## src/rtl/fetch_ctrl_pkg.sv

```systemverilog
// Shared definitions for the fetch sequencing controller: defaults, state encoding
// and a saturating-increment helper used by the statistics counters.
package fetch_ctrl_pkg;

   localparam int PC_WIDTH_DEF  = 16;
   localparam int INSTR_WIDTH   = 32;
   localparam int RESET_VEC_DEF = 0;
   localparam int MAX_STALL_DEF = 15;
   localparam int STATS_WIDTH   = 16;

   typedef enum logic [2:0] {
      ST_BOOT  = 3'd0,
      ST_RUN   = 3'd1,
      ST_REDIR = 3'd2,
      ST_STALL = 3'd3,
      ST_HALT  = 3'd4
   } state_t;

   function automatic logic [STATS_WIDTH-1:0] sat_inc(input logic [STATS_WIDTH-1:0] value);
      return (value == {STATS_WIDTH{1'b1}}) ? value : value + 1'b1;
   endfunction

endpackage

```

## src/rtl/fetch_ctrl_stats.sv

```systemverilog
// Saturating redirect / stall-cycle counters for the fetch controller.
// Only instantiated when FETCH_CTRL_STATS_EN is defined.
module fetch_ctrl_stats
   import fetch_ctrl_pkg::*;
(
   input  logic                   clk,
   input  logic                   rst_n,
   input  logic                   redir_evt,
   input  logic                   stall_evt,
   output logic [STATS_WIDTH-1:0] redir_cnt,
   output logic [STATS_WIDTH-1:0] stall_cnt
);

   always_ff @(posedge clk) begin
      if (!rst_n) begin
         redir_cnt <= '0;
         stall_cnt <= '0;
      end else begin
         if (redir_evt) redir_cnt <= sat_inc(redir_cnt);
         if (stall_evt) stall_cnt <= sat_inc(stall_cnt);
      end
   end

endmodule

```

## src/rtl/fetch_ctrl.sv

```systemverilog
// Instruction-fetch sequencing controller: arbitrates branch/jump redirects, load-use
// stalls and end-of-program parking. Optional statistics via FETCH_CTRL_STATS_EN.
module fetch_ctrl
   import fetch_ctrl_pkg::*;
#(
   parameter int                  PC_WIDTH  = PC_WIDTH_DEF,
   parameter logic [PC_WIDTH-1:0] RESET_VEC = PC_WIDTH'(RESET_VEC_DEF),
   parameter int                  MAX_STALL = MAX_STALL_DEF
) (
   input  logic                clk_in,
   input  logic                RST,
   input  logic                br_req,
   input  logic [PC_WIDTH-1:0] br_target,
   input  logic                jmp_req,
   input  logic [PC_WIDTH-1:0] jmp_target,
   input  logic                hz_stall,
   input  logic                if_done,
   output logic                pc_chg,
   output logic [PC_WIDTH-1:0] pc_in,
   output logic                if_en,
   output logic                flush_if,
   output logic                flush_id,
   output logic                bubble,
   output logic                halted,
   output logic                stall_err
`ifdef FETCH_CTRL_STATS_EN
   ,
   output logic [STATS_WIDTH-1:0] redir_cnt,
   output logic [STATS_WIDTH-1:0] stall_cnt
`endif
);

   localparam int             CW       = $clog2(MAX_STALL + 2);
   localparam logic [CW-1:0]  HOLD_MAX = CW'(MAX_STALL);
   localparam logic [CW-1:0]  HOLD_SAT = CW'(MAX_STALL + 1);

   state_t               state, state_nxt;
   logic [CW-1:0]        hold_cnt, hold_nxt;
   logic                 pc_chg_nxt, if_en_nxt, flush_if_nxt, flush_id_nxt;
   logic                 bubble_nxt, halted_nxt, err_nxt;
   logic [PC_WIDTH-1:0]  pc_in_nxt;

   always_ff @(posedge clk_in) begin
      if (!RST) begin
         state     <= ST_BOOT;
         hold_cnt  <= '0;
         pc_chg    <= 1'b0;
         pc_in     <= '0;
         if_en     <= 1'b0;
         flush_if  <= 1'b0;
         flush_id  <= 1'b0;
         bubble    <= 1'b0;
         halted    <= 1'b0;
         stall_err <= 1'b0;
      end else begin
         state     <= state_nxt;
         hold_cnt  <= hold_nxt;
         pc_chg    <= pc_chg_nxt;
         pc_in     <= pc_in_nxt;
         if_en     <= if_en_nxt;
         flush_if  <= flush_if_nxt;
         flush_id  <= flush_id_nxt;
         bubble    <= bubble_nxt;
         halted    <= halted_nxt;
         stall_err <= err_nxt;
      end
   end

   // A taken branch outranks everything except the boot load and the redirect shadow.
   always_comb begin
      state_nxt    = state;
      hold_nxt     = '0;
      pc_chg_nxt   = 1'b0;
      pc_in_nxt    = pc_in;
      if_en_nxt    = 1'b0;
      flush_if_nxt = 1'b0;
      flush_id_nxt = 1'b0;
      bubble_nxt   = 1'b0;
      halted_nxt   = 1'b0;
      err_nxt      = stall_err;

      case (state)
         ST_BOOT: begin
            pc_chg_nxt = 1'b1;
            pc_in_nxt  = RESET_VEC;
            if_en_nxt  = 1'b1;
            state_nxt  = ST_RUN;
         end
         ST_RUN: begin
            if (br_req) begin
               pc_chg_nxt   = 1'b1;
               pc_in_nxt    = br_target;
               flush_if_nxt = 1'b1;
               flush_id_nxt = 1'b1;
               if_en_nxt    = 1'b1;
               state_nxt    = ST_REDIR;
            end else if (jmp_req) begin
               pc_chg_nxt   = 1'b1;
               pc_in_nxt    = jmp_target;
               flush_if_nxt = 1'b1;
               if_en_nxt    = 1'b1;
               state_nxt    = ST_REDIR;
            end else if (hz_stall) begin
               bubble_nxt = 1'b1;
               hold_nxt   = CW'(1);
               state_nxt  = ST_STALL;
            end else if (if_done) begin
               halted_nxt = 1'b1;
               state_nxt  = ST_HALT;
            end else begin
               if_en_nxt = 1'b1;
            end
         end
         ST_REDIR: begin
            if_en_nxt = 1'b1;
            state_nxt = ST_RUN;
         end
         ST_STALL: begin
            if (br_req) begin
               pc_chg_nxt   = 1'b1;
               pc_in_nxt    = br_target;
               flush_if_nxt = 1'b1;
               flush_id_nxt = 1'b1;
               if_en_nxt    = 1'b1;
               state_nxt    = ST_REDIR;
            end else if (hz_stall) begin
               bubble_nxt = 1'b1;
               hold_nxt   = (hold_cnt == HOLD_SAT) ? hold_cnt : hold_cnt + 1'b1;
            end else begin
               if_en_nxt = 1'b1;
               state_nxt = ST_RUN;
            end
         end
         ST_HALT: begin
            if (br_req) begin
               pc_chg_nxt   = 1'b1;
               pc_in_nxt    = br_target;
               flush_if_nxt = 1'b1;
               flush_id_nxt = 1'b1;
               if_en_nxt    = 1'b1;
               state_nxt    = ST_REDIR;
            end else begin
               halted_nxt = 1'b1;
            end
         end
         default: state_nxt = ST_BOOT;
      endcase

      if (hold_nxt > HOLD_MAX) err_nxt = 1'b1;
   end

`ifdef FETCH_CTRL_STATS_EN
   // The pc_chg that follows BOOT lands in RUN, so REDIR marks exactly the real redirects.
   fetch_ctrl_stats u_stats (
      .clk       (clk_in),
      .rst_n     (RST),
      .redir_evt (pc_chg && (state == ST_REDIR)),
      .stall_evt (bubble),
      .redir_cnt (redir_cnt),
      .stall_cnt (stall_cnt)
   );
`endif

endmodule

```

## config.mk

```make
export PLATFORM = sky130hd
export DESIGN_NAME = fetch_ctrl
export DESIGN_NICKNAME = d
export VERILOG_FILES = /design/src/rtl/fetch_ctrl_pkg.sv /design/src/rtl/fetch_ctrl_stats.sv /design/src/rtl/fetch_ctrl.sv
export SDC_FILE = /design/constraint.sdc
export NUM_CORES = 1
export LEC_CHECK = 0
export CORE_MARGIN = 1
export CORE_UTILIZATION = 39
export DETAILED_ROUTE_END_ITERATION = 8
export PLACE_DENSITY = 0.76
export SYNTH_ARGS = -nofsm -noshare
export SYNTH_HDL_FRONTEND = slang
export SYNTH_SLANG_ARGS = --single-unit
```

## constraint.sdc

```tcl
create_clock -name clk_in -period 1.45 [get_ports clk_in]
set_input_delay 0.145 -clock clk_in [delete_from_list [all_inputs] [get_ports clk_in]]
set_output_delay 0.145 -clock clk_in [all_outputs]
set_load 0.05 [all_outputs]
```

==> impl_metrics.env <==
export IMPL_ys_ff_latch=31
export IMPL_internal_power_mw=1.70
export IMPL_globalplace_congestion=0.859
export IMPL_syn_inst=160
export IMPL_grt_pass1_vias=1500
export IMPL_antenna_found_initial=0
export IMPL_stdcell_area_um2=2510
export IMPL_die_y_um=64.7
export IMPL_crit_type="flop to flop"
export IMPL_failed_checks="negative setup slack"
export IMPL_maxCapViolations=0
export IMPL_postPlaceCellArea_um2=2210
export IMPL_worstMarginPinSlew_ns=0.416
export IMPL_hold_class="primary input to flop"
export IMPL_via_count=1553
export IMPL_cts_max_level=2
export IMPL_worstReg2RegStart="state[2]"
export IMPL_synth_cell_types=33
export IMPL_syn_nets=200
export IMPL_rows=22
export IMPL_max_freq_mhz=677
export IMPL_grt_max_degree=29
export IMPL_fin_crit_ns=1.48
export IMPL_clk_pin_slew_ns=0.06
export IMPL_async_flop_share_pct=0
export IMPL_setup_tns_ns=-0.159
export IMPL_peakVddDrop_v=0.000608
export IMPL_viasPerCell=5.37
export IMPL_hold_start="br_req"
export IMPL_port_buffers=60
export IMPL_hpwl_um=2810
export IMPL_hold_path_endpoint="flush_id"
export IMPL_rr_worst_depth=6
export IMPL_fin_util_pct=67.5
export IMPL_cp_required_ns=1.68
export IMPL_fin_crit_sh_pct=102
export IMPL_reg2reg_to="pc_in[2]"
export IMPL_fillers=284
export IMPL_clock_root_buffer="clkbuf_8"
export IMPL_holdPathStages=5
export IMPL_numCtsBuffers=5
export IMPL_grt_pass1_wl_um=6620
export IMPL_place_ws_ns=-0.524
export IMPL_cp_max_fo=8
export IMPL_clk_latency_ns=0.28
export IMPL_startpoint_type="flop"
export IMPL_rsz0062_at_grt="yes"
export IMPL_p_sw_share_pct=25.5
export IMPL_worst_setup_path_end_kind="flop"
export IMPL_syn_cell_area_um2=1530
export IMPL_cp_data_arrival_time_ns=1.70
export IMPL_clkPwrFrac_pct=38.2
export IMPL_power_density_nw_per_um2=908
export IMPL_fin_skew_ns=0.00626
export IMPL_finalNetCount=280
export IMPL_seq_area_frac_synth_pct=40.5
export IMPL_layout_commonest_cell="buf_4"
export IMPL_drt_pre_antenna_iters=4
export IMPL_finalSetupViolations=11
export IMPL_track_usage_pct=20.1
export IMPL_wl_per_cell_um=14.7
export IMPL_layout_common_cells="buf_4, clkdlybuf4s50_1, dfxtp_1"
export IMPL_cts_tree="built"
export IMPL_die_area_um2=4180
export IMPL_status="finished with violations"
export IMPL_synthFlopType="dfxtp_1"
export IMPL_cts_max_path_buffers=2
export IMPL_pwr_share_seq_pct=39.3
export IMPL_routed_wl_um=4240
export IMPL_avgSynthCellArea_um2=9.57
export IMPL_area_growth_pct=63.7
export IMPL_reg2reg_slack_ns=-0.03
export IMPL_ios=61
export IMPL_combPwrFrac_pct=22.5
export IMPL_diodes=0
export IMPL_hold_violations=0
export IMPL_drtIter0Drc=90
export IMPL_maxSlewHeadroom_pct=72.2
export IMPL_final_max_slew_violation_count=0
export IMPL_timing_final_ws_setup_ns=-0.0278
export IMPL_cts_sinks=31
export IMPL_floorplan_initialDensity_pct=41.2
export IMPL_synth_edf_count=0
export IMPL_yosys_warnings=0
export IMPL_ant_nets=0
export IMPL_core_area_um2=3720
export IMPL_chipWidth_um=64.7
export IMPL_drc=0
export IMPL_grt_overflow=0
export IMPL_power_switching_mw=0.581
export IMPL_drive_gt1_share_pct=30.7
export IMPL_p_leak_nw=1.00
## sequential cells by signal, summed over array words and instances, names as in the netlist
signal	count
pc_in	16
hold_cnt	5
state	3
bubble	1
flush_id	1
flush_if	1
halted	1
if_en	1
pc_chg	1
stall_err	1
## worst max path at each step
stage | cells after the start | to | slack, ns | startpoint
after floorplan | 7 | pc_in[0] | 0.001 | state[2]
after global placement | 5 | pc_in[11] | -0.43 | br_req
after detailed placement | 5 | pc_in[6] | -0.52 | br_req
after CTS | 6 | pc_in[6] | 0.01 | state[2]
after global routing | 6 | pc_in[7] | -0.07 | state[2]
final | 6 | pc_in[2] | -0.03 | state[2]
## cell usage after synthesis (2+ instances only)
master     instances  share of area, %
buf_4              3               1.5
nand3_1            3              0.98
and3_1             2              0.82
xnor2_1            2               1.1
ha_1               2               1.6
xor2_1             2               1.1
nor3b_2            2               1.6
buf_2              6               2.0
nor2_1             8               2.0
buf_6              2               1.5
o2bb2ai_1         17               9.7
a21oi_1            7               2.3
a22o_1            16               9.2
nor2b_1            4               1.6
a22oi_1           17               8.3
nand2b_1           4               1.6
nand2_1            5               1.2
clkbuf_1           2              0.49
o21ai_0            4               1.3
dfxtp_1           31                41
o21a_1             3               1.5
inv_1              4              0.98
and2_1             4               1.6
## layout make-up
cell class / instances / area [µm²] / share of cell area, %
Timing Repair Buffer: 86 / 815 / 32.5
Clock buffer: 6 / 82.6 / 3.29
Clock inverter: 2 / 35.0 / 1.40
Tap cell: 48 / 60.1 / 2.40
Inverter: 4 / 15.0 / 0.599
Multi-Input combinational cell: 112 / 876 / 34.9
Sequential cell: 31 / 624 / 24.9
## repair_timing
action	CTS	global route
cloned	0	1
gates resized for setup	11	13
pin swaps	1	18
setup buffers	1	6
hold buffers	0	0
endpoints found under the setup margin	18	23
## stage by stage
stage / power (mW) / hold WS (ns) / cells
floorplan: 1.15 / 0.298 / 160
global placement: 1.35 / 0.457 / 273
detailed placement: 1.36 / 0.460 / 273
CTS: 2.25 / 0.487 / 282
global route: 2.38 / 0.472 / 289
finish: 2.28 / 0.438 / 289
## metal layers
metal  GRT usage [%]  up-vias  share of wire (%)
met1            23.7      732                 44
met3            5.46        7                4.6
met5               0        -                  0
li1                -      765                  -
met2            34.6       49                 50
met4            7.78        0                1.3
## critical path, stage by stage, from the launching register on
cell and delay, ns:
dfxtp_2 0.35, buf_6 0.13, or2b_1 0.25, a21oi_2 0.19
o211a_4 0.22, clkbuf_16 0.15, a22o_1 0.13
## power groups by stage
stage | sequential (mW) | combinational (mW) | clock [mW]
2_1_floorplan | 0.982 | 0.167 | 0
3_3_place_gp | 0.909 | 0.446 | 0
3_5_place_dp | 0.910 | 0.452 | 0
4_1_cts | 0.893 | 0.472 | 0.886
5_1_grt | 0.896 | 0.547 | 0.934
6_report | 0.895 | 0.512 | 0.871
## kinds of logic after synthesis
group | Yosys count | synth area share, %
AO/OA/AOI/OAI | 66 | 33.7
flip-flops | 31 | 40.5
buffers and inverters | 17 | 6.37
adder cells (fa/ha/maj) | 2 | 1.63
AND/OR/NAND/NOR | 40 | 15.5
XOR/XNOR | 4 | 2.29
Note: power is estimated with default switching activity, not from simulation.
==> RTL edit 1: new RTL, config.mk and constraints unchanged <==
Add a define of `FETCH_CTRL_STATS_EN`.
--- a/src/rtl/fetch_ctrl.sv
+++ b/src/rtl/fetch_ctrl.sv
@@ -2,2 +2,4 @@
 // stalls and end-of-program parking. Optional statistics via FETCH_CTRL_STATS_EN.
+`define FETCH_CTRL_STATS_EN
+
 module fetch_ctrl
Behaviour (old outputs only; new: redir_cnt and stall_cnt): unchanged (Yosys induction, for registers that start in step).
==> RTL edit 1 against the unedited design <==
Synthesized area up 98%; the flow still finishes with violations (negative setup slack); routed wire length rose to 2.6 times the old value; critical path type unchanged; total power up 70%; setup slack worse by 0.19 ns; highest routed layer unchanged; utilization up 5.8 points; cell area up 120%; sequential cell count up 32; clock power up 75%.
==> RTL edit 1: results (changes against the unedited design) <==
Final layout
  – Layout cell share with drive strength beyond 1: 53.2% (+22 points)
  – Registers with the most flip-flops: pc_in x16, u_stats.redir_cnt x16, u_stats.stall_cnt x16
  – Post-route insts no fill: 616 (+110%)

Logic synthesis
  – Post-synthesis cell type count: 54 (+64%)
  – Syn Nets: 379 (+90%)
  – Post-Syn Instances: 337 (+110%)
  – Top cells by area, synth: dfxtp_1 42%, o2bb2ai_1 4.6%, a21oi_1 4.3%, a22oi_1 4.2%, o31ai_1 3.2%
  – Most common library cells after synthesis: 63 x dfxtp_1, 26 x a21oi_1, 17 x a22oi_1

STA
  – Worst rel slew slack: 70.9% (-1.3 points)
  – Setup_tns: -4.74 ns (-4.58 ns)
  – Final Setup Violations: 47 (+36)
  – Final worst slack: -0.217 ns (-0.190 ns)
  – Fin Clk Skew: 0.00940 ns (+0.00314 ns)
  – WHS: 0.449 ns (+0.0117 ns)

Placement
  – Hpwl dp: 6510 um (+130%)
  – Post-placement cell count: 583 (+110%)
  – Gpl congestion: 0.838 (-2.5%)

GRT
  – Met1 usage: 28.3% (+4.7 points)
  – Number of global-route vias before repair: 3,372 (+120%)
  – First-pass GRT wire length: 15,700 um (+140%)
  – Largest net degree at the start of global routing: 31 (+6.9%)
  – Tot GR Track Use: 23.7% (+3.6 points)
  – GRT met3 Usage: 4.57% (-0.89 points)

Worst setup path
  – CP Max Fanout: 5 (-3)
  – Data arrival time of the critical path: 1.93 ns (+0.23 ns)
  – Reg-to-reg startpoint: state[0]

Clock network
  – H-tree depth: 3 (+1)
  – Latest clock arrival within the worst-skew pair: 0.35 ns (+0.07 ns)
  – Inserted Clock Buffers: 9 (+4)

Outcome
  – Failing checks: negative setup slack
  – Outcome: finished, violations left

Detailed routing
  – Wire per inst: 17.7 um (+21%)

Hold path
  – Worst Min Path Start: jmp_target[14]

Power and ir drop
  – Maximum vdd drop: 0.000873 V (+43%)
-- RTL edit 1: kinds of logic (layout without fill, tap and decap cells) --
| kind of cell | Yosys count | after routing | synth area share [%] |
|---|---|---|---|
| adders and majority gates | 4 | 4 | 1.65 |
| DFF | 63 | 63 | 41.6 |
| muxes | 3 | 3 | 0.990 |
| and+or+nand+nor | 124 | 124 | 25.6 |
| xor gates and xnor gates | 3 | 3 | 0.866 |
| AOI/OAI and AO/OA | 109 | 110 | 24.9 |
| buffers and inverters | 31 | 210 | 4.41 |
-- RTL edit 1: layout make-up --
| class | count | area (sq um) |
|---|---|---|
| fillers | 487 | 1970 |
| flip-flops and latches | 63 | 1380 |
| repair buffers | 179 | 1550 |
| clock inverters | 3 | 41.3 |
| multi-input cells | 244 | 2100 |
| inverters | 15 | 56.3 |
| well taps | 99 | 124 |
| clock buffers | 13 | 149 |
-- RTL edit 1: worst min path at each step --
stage / to / cells after the start
2_1_floorplan: pc_in[0] / 2
3_3_place_gp: stall_err / 1
4_1_cts: pc_in[14] / 3
3_5_place_dp: pc_in[0] / 1
5_1_grt: pc_in[5] / 3
6_report: pc_in[14] / 3
-- RTL edit 1: worst max-delay path: stages (launching register included) --
cell	delay [ns]
dfxtp_4	0.36
buf_4	0.13
buf_6	0.11
buf_6	0.11
nor2b_4	0.14
a221oi_4	0.43
buf_6	0.19
o2bb2ai_1	0.12
-- RTL edit 1: where the power goes --
part | switching, mW | internal (mW) | leakage, nW
registers | 0.0241 | 1.71 | 0.537
logic | 0.340 | 0.294 | 1.51
clock network | 0.674 | 0.841 | 0.0979
-- RTL edit 1: per-stage QoR --
step / setup slack (ns) / area (sq um) / util (%)
floorplan: -0.226 / 3270 / -
global placement: -0.494 / 4650 / 63.1
detailed placement: -0.528 / 4650 / 63.1
CTS: -0.157 / 5080 / 68.9
global route: -0.261 / 5400 / 73.3
finish: -0.217 / 5400 / 73.3
-- RTL edit 1: timing repair --
| item | in CTS | in global routing |
|---|---|---|
| endpoints found under the setup margin | 42 | 53 |
| pin swaps | 34 | 45 |
| buffers inserted | 13 | 6 |
| resized for setup | 29 | 61 |
| cloned | 1 | 0 |
-- RTL edit 1: per-layer routing --
layer | routed length, um | part of all wire [%]
met1 | 4390 | 40
met2 | 5770 | 53
met3 | 493 | 4.5
met4 | 246 | 2.3
met5 | 0 | 0
==> RTL edit 2: new RTL, same settings <==
Without the edit above. Encoding of `state_t`: now Gray code (3 bits for 5 states).
--- a/src/rtl/fetch_ctrl_pkg.sv
+++ b/src/rtl/fetch_ctrl_pkg.sv
@@ -11,7 +11,7 @@
    typedef enum logic [2:0] {
-      ST_BOOT  = 3'd0,
-      ST_RUN   = 3'd1,
-      ST_REDIR = 3'd2,
-      ST_STALL = 3'd3,
-      ST_HALT  = 3'd4
+      ST_BOOT  = 3'b000,
+      ST_RUN   = 3'b001,
+      ST_REDIR = 3'b011,
+      ST_STALL = 3'b010,
+      ST_HALT  = 3'b110
    } state_t;
Check against the original RTL: same outputs for any inputs over 10 cycles, from zero or initial values and one cycle with RST low; not proved beyond that.
==> RTL edit 2 against the unedited design <==
Synthesized area rose by 15%; cell area rose by 5.0%; worst hold slack got worse by 0.012 ns; sequential cell count did not move; routed wire length rose by 16%; total power rose by 19%; combinational power rose by 97%; via count rose by 14%; count of clock-buffer cells in the layout did not move; setup slack improved by 0.085 ns; non-clock buffer count fell by 6; critical endpoint is now pc_in[12]; largest power group is now combinational logic; highest routed layer unchanged.
==> RTL edit 2: results (changes against the unedited design) <==
Outcome
  – Outcome: complete, no violations

Placement
  – Hpwl dp: 3280 um (+17%)
  – Gpl congestion: 0.811 (-5.6%)
  – Worst slack, placed: -0.309 ns (+0.215 ns)

STA
  – Worst Max-Slew Pin Slew: 0.336 ns (-0.0806 ns)
  – Fin Clk Skew: 0.00480 ns (-0.00146 ns)

Worst setup path
  – R2R setup slack: 0.06 ns (+0.08 ns)
  – CP Max Fanout: 11 (+3)
  – Reg2reg path depth: 4 (-2)
  – RR Endpoint: pc_in[12]
  – Data arrival time of the critical path: 1.57 ns (-0.13 ns)

Final layout
  – Nets: 296 (+5.7%)
  – # fillers: 361 (+27%)
  – Layout cell share with drive strength beyond 1: 36.7% (+6.0 points)

Power and ir drop
  – Leakage: 0.967 nW (-3.6%)
  – Maximum vdd drop: 0.000489 V (-20%)

Hold path
  – Hold Crit Depth: 4 (-1)

Detailed routing
  – Via/cell ratio: 5.75 (+7.1%)
  – DR iter-0 viols: 123 (+37%)
  – Wire per inst: 16.0 um (+9.2%)

Clock network
  – Post-CTS setup buffer count: 0 (-1)

GRT
  – Largest net degree at the start of global routing: 18 (-38%)
  – Number of global-route vias before repair: 1,800 (+20%)
  – Tot GR Track Use: 20.5% (+0.40 points)
  – First-pass GRT wire length: 7930 um (+20%)

Logic synthesis
  – Post-Syn Instances: 185 (+16%)
  – Top cells by area, synth: dfxtp_1 35%, mux2_2 10%, nor3_1 9.7%, a2111oi_2 7.7%, a22oi_1 6.8%
  – Syn Nets: 225 (+13%)
  – Sequential fraction of the synthesis area: 35.3% (-5.2 points)
## RTL edit 2: power by group through the flow
stage	clock network (mW)	registers (mW)	logic, mW
4_1_cts	0.701	0.995	0.959
5_1_grt	0.739	1.01	1.07
6_report	0.702	0.997	1.01
3_5_place_dp	0	1.01	0.951
3_3_place_gp	0	1.01	0.939
2_1_floorplan	0	1.23	0.405
## RTL edit 2: per-layer routing
metal  wire length (um)  part of all wire (%)  global-route usage (%)  vias to the layer above
met5                  0                     0                       0                        -
met1               2160                    44                    24.6                      833
li1                   -                     -                       -                      855
met2               2380                    48                    33.7                       75
met3                321                   6.5                    5.56                        9
met4                 78                   1.6                    10.4                        0
## RTL edit 2: cells by family after synthesis
| group | after synthesis | synth area share (%) |
|---|---|---|
| simple gates | 62 | 18.9 |
| compound gates | 46 | 24.7 |
| flops | 31 | 35.3 |
| buf+inv | 22 | 6.33 |
| mux | 18 | 11.4 |
| xor+xnor | 4 | 1.99 |
| fa+ha+maj | 2 | 1.42 |
## RTL edit 2: area by class of cell
type / count / area (sq um) / area share (%)
clock buffers: 6 / 82.6 / 3.14
clock inverters: 1 / 5.00 / 0.190
inverters: 5 / 18.8 / 0.713
multi-input cells: 133 / 1100 / 41.8
flip-flops and latches: 31 / 631 / 23.9
well taps: 52 / 65.1 / 2.47
repair buffers: 80 / 731 / 27.7
## RTL edit 2: worst max path at each step
stage / start / cells past startpoint / endpoint / slack, ns
after floorplan: state[1] / 6 / pc_in[14] / -0.006
after global placement: br_req / 5 / pc_in[3] / -0.28
after detailed placement: br_req / 4 / pc_in[8] / -0.31
after CTS: br_req / 5 / pc_in[2] / 0.01
after global routing: state[1] / 4 / pc_in[8] / -0.02
final: state[0] / 4 / pc_in[12] / 0.06
## RTL edit 2: repair_timing
item	CTS	global route
pin swaps	0	2
endpoints found under the setup margin	13	18
resized for setup	3	17
cloned	0	1
## RTL edit 2: metrics by stage
stage | TNS [ns] | util, % | instance area (sq um) | hold slack [ns]
6_report | 0 | 60.5 | 2630 | 0.425
5_1_grt | -0.0496 | 60.5 | 2630 | 0.449
4_1_cts | 0 | 58.8 | 2560 | 0.465
3_5_place_dp | -4.93 | 56.6 | 2460 | 0.450
3_3_place_gp | -4.66 | 56.6 | 2460 | 0.443
2_1_floorplan | -0.0461 | - | 1800 | 0.258
## RTL edit 2: worst max-delay path: stages, from the launching register on
cell and delay [ns]:
dfxtp_4 0.38, nor3b_4 0.28, buf_12 0.17, a22oi_1 0.07
a2111oi_1 0.37
